File: config.mk
export PLATFORM = sky130hd
export DESIGN_NAME = fetch_queue_flat
export DESIGN_NICKNAME = d
export VERILOG_FILES = /design/src/rtl/fetch_queue_if.sv /design/src/rtl/fetch_queue.sv /design/src/flat_wrapper.sv
export SDC_FILE = /design/constraint.sdc
export NUM_CORES = 1
export LEC_CHECK = 0
export CAP_MARGIN = 20
export CORE_ASPECT_RATIO = 0.9
export CORE_UTILIZATION = 25
export DETAILED_ROUTE_END_ITERATION = 16
export GPL_ROUTABILITY_DRIVEN = 0
export PLACE_DENSITY_LB_ADDON = 0.08
export RECOVER_POWER = 25
export SLEW_MARGIN = 10
export SYNTH_ARGS = -nofsm -noshare
export SYNTH_HDL_FRONTEND = slang
export SYNTH_SLANG_ARGS = --single-unit
File: constraint.sdc
create_clock -name clk -period 4.4 [get_ports clk]
set_input_delay 0.44 -clock clk [delete_from_list [all_inputs] [get_ports clk]]
set_output_delay 0.44 -clock clk [all_outputs]
set_load 0.005 [all_outputs]
File: src/rtl/fetch_queue_if.sv
// Fetch-queue bus bundle: the instruction-memory read port and the decode
// valid/ready port. The fetch queue drives the master side.
interface fetch_queue_if #(
    parameter int DATA_W = 16,
    parameter int ADDR_W = 16
);
    logic              mem_req;
    logic [ADDR_W-1:0] mem_addr;
    logic [DATA_W-1:0] mem_rdata;
    logic              out_valid;
    logic              out_ready;
    logic [DATA_W-1:0] out_instr;
    logic [ADDR_W-1:0] out_pc;

    modport master (
        output mem_req, mem_addr, out_valid, out_instr, out_pc,
        input  mem_rdata, out_ready
    );

    modport slave (
        input  mem_req, mem_addr, out_valid, out_instr, out_pc,
        output mem_rdata, out_ready
    );
endinterface

File: src/rtl/fetch_queue.sv
// Sequential-PC instruction fetcher with a DEPTH-entry {instr, pc} FIFO towards decode.
// Optional FETCH_QUEUE_PERF_CNT_EN adds saturating stall/flush performance counters.
module fetch_queue #(
    parameter int                DATA_W   = 16,
    parameter int                ADDR_W   = 16,
    parameter int                DEPTH    = 4,
    parameter int                PC_STEP  = 1,
    parameter logic [ADDR_W-1:0] RESET_PC = '0
) (
    input  logic                       clk,
    input  logic                       reset,
    fetch_queue_if.master              bus,
    input  logic                       redirect,
    input  logic [ADDR_W-1:0]          redirect_pc,
    output logic [$clog2(DEPTH+1)-1:0] count
`ifdef FETCH_QUEUE_PERF_CNT_EN
    ,
    output logic [31:0]                perf_stall_cycles,
    output logic [15:0]                perf_flush_count
`endif
);

    localparam int PTR_W = $clog2(DEPTH);
    localparam int CNT_W = $clog2(DEPTH + 1);

    typedef struct packed {
        logic [DATA_W-1:0] instr;
        logic [ADDR_W-1:0] pc;
    } entry_t;

    entry_t            fifo_q [DEPTH];
    entry_t            head_q;
    logic [ADDR_W-1:0] pc_q;
    logic [ADDR_W-1:0] inflight_pc_q;
    logic              inflight_q;
    logic [PTR_W-1:0]  wr_ptr_q;
    logic [PTR_W-1:0]  rd_ptr_q;
    logic [CNT_W-1:0]  cnt_q;

    logic              issue;
    logic              push;
    logic              pop;
    entry_t            push_entry;
    logic [CNT_W:0]    credit_used;
    logic [CNT_W-1:0]  cnt_after_pop;
    logic [PTR_W-1:0]  rd_ptr_next;

    // Credit is computed from registered state only, so a pop this cycle
    // frees a slot for fetch only from the next cycle on.
    always_comb begin
        credit_used   = {1'b0, cnt_q} + (CNT_W+1)'(inflight_q);
        issue         = !reset && !redirect && (credit_used < (CNT_W+1)'(DEPTH));
        push          = inflight_q && !redirect && !reset;
        pop           = bus.out_valid && bus.out_ready;
        push_entry    = '{instr: bus.mem_rdata, pc: inflight_pc_q};
        cnt_after_pop = cnt_q - CNT_W'(pop);
        rd_ptr_next   = rd_ptr_q + PTR_W'(pop);
    end

    assign bus.mem_req   = issue;
    assign bus.mem_addr  = pc_q;
    assign bus.out_valid = !reset && (cnt_q != '0);
    assign bus.out_instr = reset ? '0 : head_q.instr;
    assign bus.out_pc    = reset ? '0 : head_q.pc;
    assign count         = reset ? '0 : cnt_q;

    // NOTE: sequential state uses non-blocking assignments so every register
    // samples the same pre-edge values regardless of statement order.
    always_ff @(posedge clk) begin
        if (reset) begin
            pc_q          <= RESET_PC;
            inflight_q    <= 1'b0;
            inflight_pc_q <= RESET_PC;
            wr_ptr_q      <= '0;
            rd_ptr_q      <= '0;
            cnt_q         <= '0;
            head_q        <= '0;
        end else begin
            inflight_q <= issue;
            if (issue) begin
                inflight_pc_q <= pc_q;
                pc_q          <= pc_q + ADDR_W'(PC_STEP);
            end
            if (redirect) begin
                // issue is low here, so this is the only pc update this cycle.
                pc_q     <= redirect_pc;
                wr_ptr_q <= '0;
                rd_ptr_q <= '0;
                cnt_q    <= '0;
            end else begin
                if (push) begin
                    wr_ptr_q <= wr_ptr_q + PTR_W'(1);
                end
                rd_ptr_q <= rd_ptr_next;
                cnt_q    <= cnt_after_pop + CNT_W'(push);
                // The head register holds the next head entry, or keeps its last
                // value when the queue drains, giving stable decode-side outputs.
                if (push && (cnt_after_pop == '0)) begin
                    head_q <= push_entry;
                end else if (cnt_after_pop != '0) begin
                    head_q <= fifo_q[rd_ptr_next];
                end
            end
        end
    end

    // NOTE: the storage array has no reset; occupancy and pointers alone decide
    // which entries are meaningful, so clearing the data would be wasted logic.
    always_ff @(posedge clk) begin
        if (push) begin
            fifo_q[wr_ptr_q] <= push_entry;
        end
    end

`ifdef FETCH_QUEUE_PERF_CNT_EN
    always_ff @(posedge clk) begin
        if (reset) begin
            perf_stall_cycles <= '0;
            perf_flush_count  <= '0;
        end else begin
            if (bus.out_valid && !bus.out_ready && (perf_stall_cycles != '1)) begin
                perf_stall_cycles <= perf_stall_cycles + 32'd1;
            end
            if (redirect && (perf_flush_count != '1)) begin
                perf_flush_count <= perf_flush_count + 16'd1;
            end
        end
    end
`endif

endmodule
File: src/flat_wrapper.sv
// flat-port wrapper written by rule: the top's interface ports become plain ports
module fetch_queue_flat 
#(
    parameter int                DATA_W   = 16,
    parameter int                ADDR_W   = 16,
    parameter int                DEPTH    = 4,
    parameter int                PC_STEP  = 1,
    parameter logic [ADDR_W-1:0] RESET_PC = '0
)
  (clk, reset, redirect, redirect_pc, count, bus_mem_req, bus_mem_addr, bus_out_valid, bus_out_instr, bus_out_pc, bus_mem_rdata, bus_out_ready);
  fetch_queue_if #(.DATA_W(DATA_W), .ADDR_W(ADDR_W)) bus_i ();
  input  logic clk;
  input  logic reset;
  input  logic redirect;
  input  logic [ADDR_W-1:0] redirect_pc;
  output logic [$clog2(DEPTH+1)-1:0] count;
  output wire logic [$bits(bus_i.mem_req)-1:0] bus_mem_req;
  output wire logic [$bits(bus_i.mem_addr)-1:0] bus_mem_addr;
  output wire logic [$bits(bus_i.out_valid)-1:0] bus_out_valid;
  output wire logic [$bits(bus_i.out_instr)-1:0] bus_out_instr;
  output wire logic [$bits(bus_i.out_pc)-1:0] bus_out_pc;
  input wire logic [$bits(bus_i.mem_rdata)-1:0] bus_mem_rdata;
  input wire logic [$bits(bus_i.out_ready)-1:0] bus_out_ready;
  assign bus_mem_req = bus_i.mem_req;
  assign bus_mem_addr = bus_i.mem_addr;
  assign bus_out_valid = bus_i.out_valid;
  assign bus_out_instr = bus_i.out_instr;
  assign bus_out_pc = bus_i.out_pc;
  assign bus_i.mem_rdata = bus_mem_rdata;
  assign bus_i.out_ready = bus_out_ready;
  fetch_queue #(.DATA_W(DATA_W), .ADDR_W(ADDR_W), .DEPTH(DEPTH), .PC_STEP(PC_STEP), .RESET_PC(RESET_PC)) u_core (.clk(clk), .reset(reset), .bus(bus_i), .redirect(redirect), .redirect_pc(redirect_pc), .count(count));
endmodule
; Word level (Yosys, flattened, before mapping)
; Memories as Yosys holds them, arrays and structs flattened.
; Index checks and enable logic that the tools add are counted.
[totals]
wordCells = 42
mem_bits_rw = 128
output_inout_bits = 53
register_bits = 72
memories = 1
inputBits = 36
[mem_list]
columns = name, depth, width, rd, rd_clocked_by_memory_dff, write_ports, line
row1 = u_core.fifo_q, 4, 32, 1, 0, 1, fetch_queue.sv:31  ; entry_t fifo_q [DEPTH];
[classes]
reduce_logical = 16
magnitude_cmp = 1
n_mux = 9
n_bitwise = 1
add_sub_neg = 6
[ops]
columns = cell, count
row1 = 16-bit 2-to-1 mux, 4
row2 = 32-bit 2-to-1 mux, 2
row3 = 16-bit by 1-bit adder with 16-bit output (second input constant), 1
row4 = 1-bit logical AND, 7
row5 = 3-bit nonzero test, 2
row6 = 3-bit by 1-bit adder with 4-bit output, 1
row7 = 4-bit by 3-bit less-than comparator with 1-bit output (second input constant), 1
row8 = 2-bit nonzero test, 2
row9 = 3-bit by 1-bit adder with 3-bit output, 1
row10 = 3-bit logical NOT, 1
row11 = 3-bit 2-to-1 mux, 1
row12 = 3-bit by 1-bit subtractor with 3-bit output, 1
row13 = 2-bit by 1-bit adder with 2-bit output, 1
row14 = 2-bit by 1-bit adder with 2-bit output (second input constant), 1
row15 = 1-bit logical NOT, 2
row16 = 1-bit 2-to-1 mux, 2
row17 = 2-bit AND reduction, 1
row18 = 2-bit OR reduction, 1
row19 = 1-bit inverter, 1

; Longest topological paths before layout
[logic_depth]
word_depth = 8
ltp_mapped = 12
mapped_depth_nobuf = 10

; Worst setup path after synthesis
; No wires, ideal clock.
[synth_path]
path_type = input to register
from = input reset
to = register u_core.head_q[10] (netlist name)
setup_ns = 0.122
path_slack_ns = 0.826
n_path_buf = 4
arrival_ns = 3.452
stages = 10
path_cell_list = clkbuf_1 -> clkbuf_1 -> nor2_1 -> or3_1 -> and2_1 -> ha_1 -> buf_2 -> buf_1 -> mux4_2 -> a221o_1
[synth_via]
word_cells_on_any_way = 14
classes_between = add/sub (2) / mux (2) / reduce/logical (9) / memory (1)
[synth_lines]
columns = item, line
row1 = from (decl), flat_wrapper.sv:13  ; input logic reset;
row2 = 1-bit logical NOT, fetch_queue.sv:62  ; assign bus.out_valid = !reset && (cnt_q != '0);
row3 = 1-bit logical AND, fetch_queue.sv:62
row4 = via bus_out_valid, flat_wrapper.sv:19  ; output wire logic [$bits(bus_i.out_valid)-1:0] bus_out_valid;
row5 = 1-bit logical AND, fetch_queue.sv:54  ; pop = bus.out_valid && bus.out_ready;
row6 = 2-bit by 1-bit adder with 2-bit output, fetch_queue.sv:57  ; rd_ptr_next = rd_ptr_q + PTR_W'(pop);
row7 = via u_core.rd_ptr_next[0], fetch_queue.sv:46  ; logic [PTR_W-1:0] rd_ptr_next;
row8 = memory 4 x 32 bit, n/a
row9 = 32-bit 2-to-1 mux, fetch_queue.sv:100  ; end else if (cnt_after_pop != '0) begin
row10 = 32-bit 2-to-1 mux, fetch_queue.sv:98  ; if (push && (cnt_after_pop == '0)) begin
row11 = to (signal assigned), fetch_queue.sv:99  ; head_q <= push_entry;
row12 = to (signal assigned), fetch_queue.sv:101  ; head_q <= fifo_q[rd_ptr_next];
row13 = to (decl), fetch_queue.sv:32  ; entry_t head_q;
; The timed path passes the listed nets, and every way through them passes these cells. The select of a mux whose other input is x is not followed.
; A chain may end at the register's enable or synchronous reset.

; Worst setup path after layout
[layout_path]
from = register u_core.cnt_q[2]
to = register u_core.head_q[30] (netlist name)
[layout_via]
elab_chain_cells = 8
word_cells_on_any_way = 13
classes_between = add/sub (2) / mux (2) / reduce/logical (8) / memory (1)
[layout_rtl]
columns = item, line
row1 = from (decl), fetch_queue.sv:38  ; logic [CNT_W-1:0] cnt_q;
row2 = from (signal assigned), fetch_queue.sv:95  ; cnt_q <= cnt_after_pop + CNT_W'(push);
row3 = 3-bit nonzero test, fetch_queue.sv:62
row4 = 1-bit logical AND, fetch_queue.sv:62
row5 = 1-bit logical AND, fetch_queue.sv:54
row6 = 3-bit by 1-bit subtractor with 3-bit output, fetch_queue.sv:56  ; cnt_after_pop = cnt_q - CNT_W'(pop);
row7 = 3-bit logical NOT, fetch_queue.sv:98
row8 = 1-bit logical AND, fetch_queue.sv:98
row9 = 2-bit nonzero test (no line), n/a
row10 = 2-bit AND reduction (no line), n/a
; Parallel ways exist; a longest one is shown, timed or not. The select of a mux whose other input is x is not followed.

==> impl_results.md <==
- Status: completed
- Clk_skew: 8.36 ps
- Row cnt: 61
- Req. time, crit path: 4710 ps
- HPWL after DPL: 12.3 mm
- Post-cts sizing count: 0
- Worst path slowest cell: xnor2_1
- Final worst-path cycle share: 0.714
- Sw frac: 0.234
- Yosys top cell area share: 0.480
- Clk buf depth: 2
- Min-Delay Path Class: flip-flop to flip-flop
- Total GRT Usage: 0.131
- Reg-to-Reg Start: u_core.cnt_q[2]
- Achievable Freq: 0.318 GHz
- Final min period: 3140 ps
- Reg2reg end: u_core.head_q[30]
- Syn_nets: 603
- Cts hold-fix bufs: 0
- Final layout net count: 691
- Initial core utilization: 0.256
- Total congestion overflow: 0
- Final instance count without filler cells: 1067
- Share of layout cells above drive strength 1: 0.138
- Max-Cap Viols: 0
- Die Wd: 191 um
- Final wirelength: 20.3 mm
- Flop pwr share: 0.536
- Synth Flop Type: edfxtp_1
- Setup slack at placement: 1080 ps
- P&R area growth vs syn: 25.7%
- CP endpoint kind: flip-flop
- Syn Std Cell Area: 8000 um^2
- Hold_ws: 532 ps
- Clock root buffer: clkbuf_16
- Worst R2R Path Depth: 9
- Initial DRC count: 289
- Combinational power share: 0.049
- Avg Inst Size Synth: 14.4 um^2
- Psw: 897 uW
- Clk Latency, worst-skew pair: 420 ps
- DRC: 0
- Yosys warnings: 0
- CP max stage delay: 550 ps
- # H-tree levels: 4
- Slew margin rel.: 0.379
- DR vias: 4957
- Synth Instances: 557
- Final hold violation count: 0
- First-pass GRT wire length: 31.7 mm
- Critical Path AT: 3460 ps
- Initial antenna violation count: 0
- Crit-path max FO: 17
- Ant. Diodes: 0
- Critical path type: flip-flop to flip-flop
- Largest area contributor in the netlist: edfxtp_1
- Largest net degree at the start of global routing: 64
- Buffers on Ports: 88
- CTS tree: built
- Die area: 32700 um^2
- CTS Sinks: 200
- Cell internal pwr: 2.93 mW
- Ys async rst share: 0
- CP Cell Sequence: nor2b_1 > or3_1 > and2_1 > ha_1 > ha_1 > xnor2_1 > a31oi_4 > buf_4 > a221o_1
- Worst setup margin: 1260 ps
- Maximum VDD drop: 0.247 mV
- Placed insts: 1035
- Pwr dens: 380 nW/um^2
- Most frequent CP cell: ha_1
- Reg clk slew, reported paths: 80 ps
- Post-route ant nets: 0
- Crit start category: flip-flop
- Register area share after synthesis: 0.661
- Reg2reg setup slack: 1260 ps
- Seq cells post-synth: 200
- Cell variety after synth: 47
- Final Max Tran Viols: 0
- Number of synthesized flops with an enable pin: 128
- Main area contributors after synthesis: edfxtp_1 48%, dfxtp_1 18%, mux4_2 9.0%
- Routed WL per cell: 19.1 um
- Setup TNS: 0 ps
- Setup bufs post-CTS: 0
- Leak: 3.44 nW
- Worst hold start: u_core.inflight_pc_q[7]
- Clock share of power: 0.416
- Final setup viols: 0
- Hold path depth: 2
- CTS buffer count: 17
- Min-Delay Endpoint: u_core.inflight_pc_q[7]
- DR pass1 iterations: 4
- Final core occ: 0.322
- Worst Tran Pin Value: 931 ps
- RSZ-0062 raised after global routing: no
- IO Pins: 89
- Via/cell ratio: 4.65
- Die Ht: 172 um
- Vias in the first global route: 5193
- Core area: 31200 um^2
-- cell type report --
| type | count | area (um^2) |
|---|---|---|
| clock buffers | 17 | 425 |
| clock inverters | 15 | 183 |
| fillers | 3091 | 21200 |
| inverters | 12 | 45.0 |
| multi-input cells | 310 | 2580 |
| flip-flops and latches | 200 | 5290 |
| well taps | 409 | 512 |
| repair buffers | 104 | 1020 |
-- cells in the mapped netlist (2+ instances only) --
| cell | instances |
|---|---|
| edfxtp_1 | 128 |
| dfxtp_1 | 72 |
| nor2b_1 | 65 |
| nand2_1 | 45 |
| a221o_1 | 32 |
| mux4_2 | 32 |
| a21oi_1 | 27 |
| clkbuf_1 | 24 |
| and3_1 | 12 |
| inv_1 | 11 |
| ha_1 | 10 |
| buf_2 | 8 |
| nand3_1 | 8 |
| nor2_1 | 8 |
| a31oi_1 | 7 |
| o21ai_0 | 7 |
| and2_1 | 6 |
| nor3_1 | 6 |
| nand4_1 | 5 |
| or3_1 | 4 |
| or4_1 | 4 |
| and4_1 | 3 |
| o211ai_1 | 3 |
| a21boi_0 | 2 |
| a221oi_1 | 2 |
| buf_1 | 2 |
| nor4_1 | 2 |
| xnor2_1 | 2 |
| xor2_1 | 2 |
-- critical path, delay by kind of cell (launching register included) --
| kind | cells | cell delay [ps] |
|---|---|---|
| DFF | 1 | 360 |
| and+or+nand+nor | 3 | 710 |
| AOI/OAI and AO/OA | 2 | 720 |
| xor gates and xnor gates | 1 | 550 |
| adders and majority gates | 2 | 360 |
| buffers and inverters | 1 | 310 |
-- metal layers --
layer | up-vias | wire [um] | global-route usage
li1 | 2312 | - | -
met1 | 2547 | 10400 | 0.186
met2 | 90 | 9250 | 0.203
met3 | 8 | 545 | 0.0267
met4 | 0 | 177 | 0.0299
met5 | - | 0 | 0
-- state kept, by name, indices dropped and copies added, names as in the netlist --
name                  count
u_core.wr_ptr_q           2
u_core.inflight_q         1
u_core.rd_ptr_q           2
u_core.fifo_q           128
u_core.inflight_pc_q     16
u_core.head_q            32
u_core.bus.mem_addr      16
u_core.cnt_q              3
-- power groups by stage --
stage	Clock (mW)	Combinational [mW]	Sequential (mW)
2_1_floorplan	0	0.0871	2.08
3_3_place_gp	0	0.190	2.09
3_5_place_dp	0	0.192	2.09
4_1_cts	1.65	0.193	2.05
5_1_grt	1.72	0.207	2.05
6_report	1.59	0.187	2.05
-- metrics by stage --
stage	instance area, um^2	power (mW)
floorplan	8000	2.17
global placement	9450	2.28
CTS	10100	3.89
finish	10100	3.83
detailed placement	9450	2.28
global route	10100	3.98
-- cells by family after synthesis --
| kind of cell | after synthesis | synth area share |
|---|---|---|
| AOI/OAI and AO/OA | 89 | 0.0834 |
| buffers and inverters | 47 | 0.0238 |
| muxes | 33 | 0.0913 |
| adders and majority gates | 10 | 0.0156 |
| DFF | 200 | 0.661 |
| and+or+nand+nor | 174 | 0.121 |
| xor gates and xnor gates | 4 | 0.00438 |
-- placed cells by master, fill, tap and decap left out, types with 7 or more instances in the layout --
cell type          n
nand3_1            8
nand2_1           45
ha_1               9
o21ai_0            7
inv_1             11
dlygate4sd3_1      9
nor2_1             8
dfxtp_1           72
mux4_2            32
inv_6              7
and3_1             8
nor2b_1           65
edfxtp_1         128
buf_4             14
clkbuf_16         17
clkdlybuf4s50_1   78
a21oi_1           27
a221o_1           32
-- how the worst max path moves through the flow --
stage                               start  cells past startpoint                 to
after floorplan                     reset                     10  u_core.head_q[10]
after global placement              reset                     10  u_core.head_q[30]
after detailed placement            reset                     10  u_core.head_q[21]
after CTS                 u_core.cnt_q[2]                      9  u_core.head_q[21]
after global routing      u_core.cnt_q[2]                      9  u_core.head_q[24]
final                     u_core.cnt_q[2]                      9  u_core.head_q[30]
(Power assumes the default switching activity.)
